==> src/rtl/thermo_pkg.sv <==
// Shared constants, FSM encoding and the thermometer-legality helper for the
// thermo_maj controller slice.
package thermo_pkg;

  localparam int WIDTH = 15;  // thermometer code width
  localparam int BIN_W = 4;   // clog2(WIDTH+1)

  typedef logic [1:0] state_t;

  localparam state_t COLLECT = 2'd0;
  localparam state_t EVAL    = 2'd1;
  localparam state_t HOLD    = 2'd2;

  // A legal code is a run of ones starting at bit 0 (all-zero and all-one
  // included): adding one then carries through the whole run, clearing it.
  function automatic logic is_thermo(input logic [WIDTH-1:0] x);
    return (x & (x + WIDTH'(1))) == '0;
  endfunction

endpackage

==> src/rtl/thermo_maj.sv <==
// Second-largest of four thermometer codes, returned as a binary count.
// A bit is set in the second-largest code exactly when at least two of the
// four inputs have it set, so a per-bit 2-of-4 vote followed by a popcount
// yields the answer without any magnitude comparisons.
module thermo_maj
  import thermo_pkg::*;
(
  input  logic [WIDTH-1:0] in0,
  input  logic [WIDTH-1:0] in1,
  input  logic [WIDTH-1:0] in2,
  input  logic [WIDTH-1:0] in3,
  output logic [BIN_W-1:0] out_bin
);

  logic [WIDTH-1:0] vote;

  assign vote = (in0 & in1) | (in0 & in2) | (in0 & in3)
              | (in1 & in2) | (in1 & in3) | (in2 & in3);

  // Count the voted bits to turn the thermometer code into binary.
  always_comb begin
    // NOTE: the accumulator gets a default before the loop; without it the
    // block would have to remember a prior value and a latch would be inferred.
    out_bin = '0;
    for (int i = 0; i < WIDTH; i++) begin
      out_bin = out_bin + BIN_W'(vote[i]);
    end
  end

endmodule

==> src/rtl/thermo_maj_ctrl.sv <==
// Sequencing controller: gathers four thermometer samples over a valid/ready
// stream, evaluates them through one thermo_maj, and presents a registered
// result (with an illegal-code flag) until the consumer takes it.
module thermo_maj_ctrl
  import thermo_pkg::*;
#(
  parameter int CNT_W = 8
) (
  input  logic             clk,
  input  logic             rst_n,
  input  logic             clear,
  input  logic             in_valid,
  output logic             in_ready,
  input  logic [WIDTH-1:0] in_therm,
  output logic             out_valid,
  input  logic             out_ready,
  output logic [BIN_W-1:0] out_bin,
  output logic             out_err,
  output logic [1:0]       slot,
  output logic [CNT_W-1:0] grp_cnt
);

  state_t           state;
  logic [WIDTH-1:0] samp [4];
  logic             err_acc;
  logic [BIN_W-1:0] maj_bin;

  // Samples are only taken while collecting; EVAL and HOLD back-pressure.
  assign in_ready = (state == COLLECT);

  thermo_maj u_maj (
    .in0     (samp[0]),
    .in1     (samp[1]),
    .in2     (samp[2]),
    .in3     (samp[3]),
    .out_bin (maj_bin)
  );

  // Sample storage: the slot pointed at by slot captures each accepted sample.
  always_ff @(posedge clk or negedge rst_n) begin
    if (!rst_n) begin
      // NOTE: the four sample registers are reset explicitly so the evaluator
      // never sees X after reset; this storage is small enough to stay in flops.
      for (int i = 0; i < 4; i++) begin
        samp[i] <= '0;
      end
    end else if (!clear && state == COLLECT && in_valid) begin
      samp[slot] <= in_therm;
    end
  end

  // Control FSM, slot pointer, error accumulator, result and group counter.
  always_ff @(posedge clk or negedge rst_n) begin
    if (!rst_n) begin
      // NOTE: all state here uses non-blocking assignments so every register
      // updates from pre-edge values, independent of statement order.
      state     <= COLLECT;
      slot      <= '0;
      err_acc   <= 1'b0;
      out_valid <= 1'b0;
      out_bin   <= '0;
      out_err   <= 1'b0;
      grp_cnt   <= '0;
    end else if (clear) begin
      // Abort wins over any handshake this cycle; out_bin and grp_cnt survive.
      state     <= COLLECT;
      slot      <= '0;
      err_acc   <= 1'b0;
      out_valid <= 1'b0;
    end else begin
      case (state)
        COLLECT: begin
          if (in_valid) begin
            err_acc <= err_acc | ~is_thermo(in_therm);
            if (slot == 2'd3) begin
              slot  <= '0;
              state <= EVAL;
            end else begin
              slot <= slot + 2'd1;
            end
          end
        end
        EVAL: begin
          out_bin   <= maj_bin;
          out_err   <= err_acc;
          out_valid <= 1'b1;
          err_acc   <= 1'b0;
          state     <= HOLD;
        end
        HOLD: begin
          if (out_ready) begin
            out_valid <= 1'b0;
            grp_cnt   <= grp_cnt + CNT_W'(1);
            state     <= COLLECT;
          end
        end
        default: begin
          state <= COLLECT;
        end
      endcase
    end
  end

endmodule
==> config.mk <==
export PLATFORM = sky130hd
export DESIGN_NAME = thermo_maj_ctrl
export DESIGN_NICKNAME = d
export VERILOG_FILES = /design/src/rtl/thermo_pkg.sv /design/src/rtl/thermo_maj.sv /design/src/rtl/thermo_maj_ctrl.sv
export SDC_FILE = /design/constraint.sdc
export NUM_CORES = 1
export LEC_CHECK = 0
export ABC_AREA = 1
export CORE_MARGIN = 10
export CORE_UTILIZATION = 45
export CTS_CLUSTER_DIAMETER = 60
export CTS_CLUSTER_SIZE = 40
export DETAILED_ROUTE_END_ITERATION = 6
export HOLD_SLACK_MARGIN = 0.08
export PLACE_DENSITY = 0.62
export SETUP_SLACK_MARGIN = 0.1
export SYNTH_ARGS = -nofsm -noshare
export SYNTH_HDL_FRONTEND = slang
export SYNTH_SLANG_ARGS = --single-unit
==> constraint.sdc <==
create_clock -name clk -period 5.3 [get_ports clk]
set_clock_uncertainty 0.15 [all_clocks]
set_input_delay 0.53 -clock clk [delete_from_list [all_inputs] [get_ports clk]]
set_output_delay 0.53 -clock clk [all_outputs]
set_load 0.05 [all_outputs]
==> reports/qor.txt, run 1 <==
CP startpoint kind -> register
Total global routing overflow -> 0
Area Growth Syn to Fin -> 13.4%
Top FF cell, synth -> dfrtp_1
Die height -> 117 um
Area leader, netlist -> dfrtp_1
Detailed Route WL -> 8580 um
Final Non-Filler Cells -> 635
Die Wd -> 117 um
R2R Path Start -> samp[30]$_DFFE_PN0P_
Post-detail-place hpwl -> 6010 um
Synth Warn # -> 0
Routability congestion estimate -> 0.760
Worst path max stage delay -> 540 ps
Synth top area share -> 0.469
Leakage -> 0.00238 uW
I/O pins -> 37
Fin. Hold Viols -> 0
WP data arrival -> 4530 ps
Crit-path slowest cell -> fa_1
Fmax -> 0.227 GHz
Total CTS buffers -> 9
Period utilization -> 0.832
Skew-Pair Late Insertion Delay -> 360 ps
# resized after CTS -> 0
Top-count cell post-synth -> nand2_1
RSZ-0062 raised after global routing -> no
Worst-path maximum fanout -> 2
Die Footprint -> 13600 um^2
Largest net degree at the start of global routing -> 80
Final Critical Period -> 4410 ps
WL/cell -> 13.5 um
Worst vdd ir -> 0.401 mV
Vias in the first global route -> 3068
PwrDens -> 613 nW/um^2
Max clock buf depth -> 2
CTS root buf -> clkbuf_8
Final ANT Viol Nets -> 0
Antenna violations before repair -> 0
Setup crit end kind -> register
Post-synth EDFFs -> 0
Synth Instances -> 486
Sequential share of the synthesized area -> 0.469
Kind of critical path -> register to register
CTS tree -> yes
CP Launch Point -> samp[30]$_DFFE_PN0P_
Antenna fix cells -> 0
Setup Buffers After CTS -> 0
First-pass GRT wire length -> 14800 um
Total chip power -> 2930 uW
Hold Crit Class -> primary input to async pin
GR Util All Layers -> 0.137
Util after Layout -> 0.519
Post-CTS Hold Fix Bufs -> 0
Worst hold slack -> 179 ps
CTS Sinks -> 79
Pins over their slew limit -> 0
Starting density of the core -> 0.458
Core area -> 9200 um^2
Post-layout nets -> 559
CTS H-tree lvls -> 3
Max Cap Viol -> 0
Synth unique cells -> 26
Commonest cells in the netlist -> 117 x nand2_1, 99 x inv_1, 79 x dfrtp_1
Port Buf Inserts -> 36
Async SR Flop Fraction -> 1.00
Final setup viols -> 0
Critical path cell sequence -> inv_1 -> o211ai_1 -> a22oi_1 -> inv_1 -> ha_1 -> fa_1 -> fa_1 -> fa_1 -> inv_1 -> fa_1 -> inv_1 -> ha_1 -> inv_1 -> fa_1 -> xor2_1 -> o21ai_0
Initial DRT Pass Iterations -> 4
Syn_area_per_cell -> 8.67 um^2
# rows -> 35
Syn nets -> 526
Outcome -> completed
DRC Markers -> 0
Clock slew at reported path FFs -> 90 ps
Post-synthesis cell area -> 4210 um^2
Dpl cells -> 619
CP required -> 5420 ps
1st-iter DRT viols -> 162
Register bit total from synthesis -> 79
Vias per cell -> 4.83
Slew HR -> 0.335
Layout cells sized above 1 -> 0.0592
Main area contributors after synthesis -> dfrtp_1 47%, nand2_1 10%, inv_1 8.8%
Setup_tns -> 0 ps
Worst-margin pin slew -> 998 ps
Vias -> 3069
layout make-up:
class | count | area [um^2]
Clock buffer | 10 | 138
Clock inverter | 6 | 60.1
Fill cell | 877 | 4420
Inverter | 102 | 388
Multi-Input combinational cell | 291 | 1720
Sequential cell | 79 | 1980
Tap cell | 111 | 139
Timing Repair Buffer | 36 | 358
placed cells by master (no fill, tap or decap), drive strengths merged, types with 3 or more instances in the layout:
cell and count:
dfrtp 79, fa 9, clkbuf 10, nor2 23, nand2 117, xor2 7
nand3 15, ha 11, a22oi 15, clkdlybuf4s50 35, clkinv 3, o21ai 71
inv 102, o211ai 15
critical path, delay by kind of cell (launching register included):
kind,cells,cell delay [ps]
AO/OA/AOI/OAI,3,420
XOR/XNOR,1,150
adder cells (fa/ha/maj),7,2890
buffers and inverters,5,330
flip-flops,1,390
final timing paths:
kind	slack, ps	to	cells after the start
worst max-delay path	890	out_bin[2]$_DFFE_PN0P_	16
worst min-delay path	180	samp[4]$_DFFE_PN0P_	1
worst max register to register	890	out_bin[2]$_DFFE_PN0P_	16
worst min register to register	320	grp_cnt[7]$_DFFE_PN0P_	1
max in group asynchronous	4170	samp[39]$_DFFE_PN0P_	1
min in group clk	320	grp_cnt[7]$_DFFE_PN0P_	1
cells by family after synthesis:
logic type / Yosys count / synth area share
compound gates: 103 / 0.140
xor+xnor: 9 / 0.0187
fa+ha+maj: 20 / 0.0754
buf+inv: 116 / 0.123
flops: 79 / 0.469
mux: 1 / 0.00267
simple gates: 158 / 0.171
through the flow:
stage	worst slack [ps]	area (um^2)
after global routing	699	4780
after detailed placement	933	4580
final	893	4780
after floorplan	1130	4210
after global placement	1010	4580
after CTS	884	4780
layer usage:
metal | up-vias | track usage | share of wire
li1 | 1585 | - | -
met2 | 47 | 0.213 | 0.46
met3 | 14 | 0.0267 | 0.040
met1 | 1423 | 0.185 | 0.49
met5 | - | 0 | 0
met4 | 0 | 0.0552 | 0.015
state kept, by name (all words and copies together), names as in the netlist:
signal,flops
samp,60
grp_cnt,8
out_bin,4
slot,2
state,2
err_acc,1
out_err,1
out_valid,1
report_power, final:
group	internal, uW	switching, uW	total (uW)	leakage (uW)
Combinational	702	934	1640	0.00132
Clock	228	227	455	0.0000981
Sequential	764	71.9	836	0.000956
(Power assumes the default switching activity.)
==> run 2: changes to the inputs <==
clock period = 4.1 ns   (was 5.3 ns; I/O delays follow)
==> run 2 against run 1 <==
Largest cell class unchanged. Design area increased by 3.0%. Hold slack lost 97 ps. Register-to-register slack lost 960 ps. First-iteration DRC count shrank 8.0%. Total power is 60% higher. Wire length rose by 1.8%. The flow now finishes with violations (negative setup slack). Clock power rose by 45%. Critical endpoint is now out_bin[1]$_DFFE_PN0P_.
==> reports/qor.txt, run 2 (same netlist as run 1, synthesis figures left out) <==
Detailed Route WL -> 8730 um (+1.8%)
Max Cap Viol -> 0 (unchanged)
Clock share of power -> 0.141 (-0.015)
Dpl cells -> 620 (+0.16%)
Critical path cell sequence -> inv_1 -> o211ai_1 -> a22oi_1 -> inv_1 -> ha_4 -> fa_1 -> fa_2 -> fa_1 -> inv_1 -> fa_2 -> inv_2 -> ha_4 -> inv_2 -> fa_2 -> o21ai_1
Sw Ratio -> 0.411 (-0.00995)
Final Non-Filler Cells -> 642 (+1.1%)
DRC Markers -> 0 (unchanged)
Hold Crit Class -> primary input to async pin
1st-iter DRT viols -> 149 (-8.0%)
Max clock buf depth -> 2 (unchanged)
Core area -> 9200 um^2 (unchanged)
Placed Area -> 4590 um^2 (+0.27%)
Largest net degree at the start of global routing -> 80 (unchanged)
Die height -> 117 um (unchanged)
Util after Layout -> 0.535 (+0.0158)
Worst path max stage delay -> 520 ps (-20 ps)
PwrDens -> 949 nW/um^2 (+55%)
NetSw -> 1920 uW (+56%)
Final Critical Period -> 4170 ps (-237 ps)
CTS root buf -> clkbuf_8
Vias -> 3155 (+2.8%)
Total CTS buffers -> 9 (unchanged)
Leakage -> 0.00242 uW (+1.8%)
Fin area -> 4920 um^2 (+3.0%)
WL/cell -> 13.6 um (+0.66%)
CP startpoint kind -> register
Clock slew at reported path FFs -> 80 ps (about the same)
M1 wire length -> 4250 um (+1.8%)
Flop pwr share -> 0.232 (-0.054)
Die Wd -> 117 um (unchanged)
Routability congestion estimate -> 0.770 (+1.3%)
Final ANT Viol Nets -> 0 (unchanged)
Total global routing overflow -> 0 (unchanged)
Final setup viols -> 2 (+2)
Initial DRT Pass Iterations -> 4 (unchanged)
Met3 routed WL -> 284 um (-17%)
Pre-CTS setup slack -> -89.4 ps (-1020 ps)
RSZ-0062 raised after global routing -> yes
GR Util All Layers -> 0.138 (+0.000506)
Slew HR -> 0.327 (-0.00762)
Post-layout nets -> 566 (+1.3%)
CTS H-tree lvls -> 3 (unchanged)
I/O pins -> 37 (unchanged)
Crit-path slowest cell -> fa_1
Post-detail-place hpwl -> 5920 um (-1.4%)
Combinational share of power -> 0.627 (+0.068)
CTS Sinks -> 79 (unchanged)
Worst path bufs/invs -> 5 (unchanged)
CP top delay family -> adder cells
Skew-Pair Late Insertion Delay -> 350 ps (about the same)
Antenna fix cells -> 0 (unchanged)
Failing checks -> negative setup slack
First-pass GRT wire length -> 14900 um (+1.0%)
CP required -> 4220 ps (-1200 ps)
Port Buf Inserts -> 36 (unchanged)
Worst-path maximum fanout -> 3 (+1)
WP data arrival -> 4290 ps (-240 ps)
Layout cells sized above 1 -> 0.109 (+0.0501)
WL met2 -> 4110 um (+4.4%)
Largest Register -> samp
Highest metal used -> met4
Vias in the first global route -> 3151 (+2.7%)
Period utilization -> 1.02 (+0.186)
Fmax -> 0.240 GHz (+5.7%)
Max reg flops -> 60 (unchanged)
CTS tree -> yes
Antenna violations before repair -> 0 (unchanged)
Kind of critical path -> register to register
Starting density of the core -> 0.458 (unchanged)
Area Growth Syn to Fin -> 16.8%
Worst vdd ir -> 0.882 mV (+120%)
Commonest non-fill, non-tap cell in the layout -> nand2_1
Filler cells -> 864 (-1.5%)
Internal power -> 2750 uW (+62%)
Worst-margin pin slew -> 1010 ps (+11.4 ps)
Die Footprint -> 13600 um^2 (unchanged)
Vias per cell -> 4.91 (+1.7%)
Outcome -> finished with violations
Setup crit end kind -> register
Fin. Hold Viols -> 0 (unchanged)
Most frequent cells in the layout -> 116 x nand2_1, 88 x inv_1, 79 x dfrtp_1
# rows -> 35 (unchanged)
Pins over their slew limit -> 0 (unchanged)
Final WS setup -> -70.6 ps (-963 ps)
Largest registers -> samp (60), grp_cnt (8), out_bin (4)
## run 2: cell types whose count changed in the layout (fill, tap and decap cells not counted), moves of 3 or more
cell and delta:
inv_2 +11, fa_2 +4, ha_1 -3, ha_4 +3, fa_1 -4, o21ai_0 -3, o21ai_1 +3, inv_1 -11
buf_4 +7
## run 2: worst paths after layout
check                                         end              startpoint  slack, ps  cells after the start
setup / recovery           out_bin[1]$_DFFE_PN0P_    samp[45]$_DFFE_PN0P_        -70                     15
hold / removal               samp[43]$_DFFE_PN0P_                   rst_n         80                      1
setup reg to reg           out_bin[1]$_DFFE_PN0P_    samp[45]$_DFFE_PN0P_        -70                     15
hold reg to reg            grp_cnt[7]$_DFFE_PN0P_  grp_cnt[7]$_DFFE_PN0P_        310                      1
max in group asynchronous     samp[2]$_DFFE_PN0P_                   rst_n       3070                      1
min in group clk           grp_cnt[7]$_DFFE_PN0P_  grp_cnt[7]$_DFFE_PN0P_        310                      1
## run 2: per-layer routing
metal,vias to the layer above,track usage
met1,1500,0.183
met5,-,0
met3,8,0.0375
met4,0,0.0461
li1,1602,-
met2,45,0.213
## run 2: metrics by stage
stage / hold slack, ps / TNS, ps / total power [uW]
detailed placement: 307 / -241 / 3270
global placement: 306 / -19.3 / 3130
finish: 82.7 / -76.2 / 4670
CTS: 121 / -27.7 / 3980
floorplan: -35.6 / 0 / 2750
global route: 149 / -357 / 5150
## run 2: layout make-up
cell class,instances,area [um^2],area share
timing repair buffer,43,410,0.0834
tap,111,139,0.0282
clock inverter,3,65.1,0.0132
sequential,79,1980,0.402
multi-input combinational,291,1780,0.362
clock buffer,13,159,0.0323
inverter,102,388,0.0788
## run 2: power groups by stage
| stage | sequential [uW] | clock (uW) | combinational (uW) |
|---|---|---|---|
| 2_1_floorplan | 1130 | 0 | 1610 |
| 3_3_place_gp | 1090 | 0 | 2050 |
| 3_5_place_dp | 1090 | 0 | 2170 |
| 4_1_cts | 1080 | 675 | 2230 |
| 5_1_grt | 1110 | 715 | 3330 |
| 6_report | 1080 | 658 | 2930 |
## run 2: what timing repair did
action | in CTS | in global routing
gates resized for setup | 4 | 18
hold buffers | 0 | 0
setup buffers | 1 | 5
gates cloned | 0 | 0
pin swaps | 5 | 7
setup endpoints to repair | 3 | 3
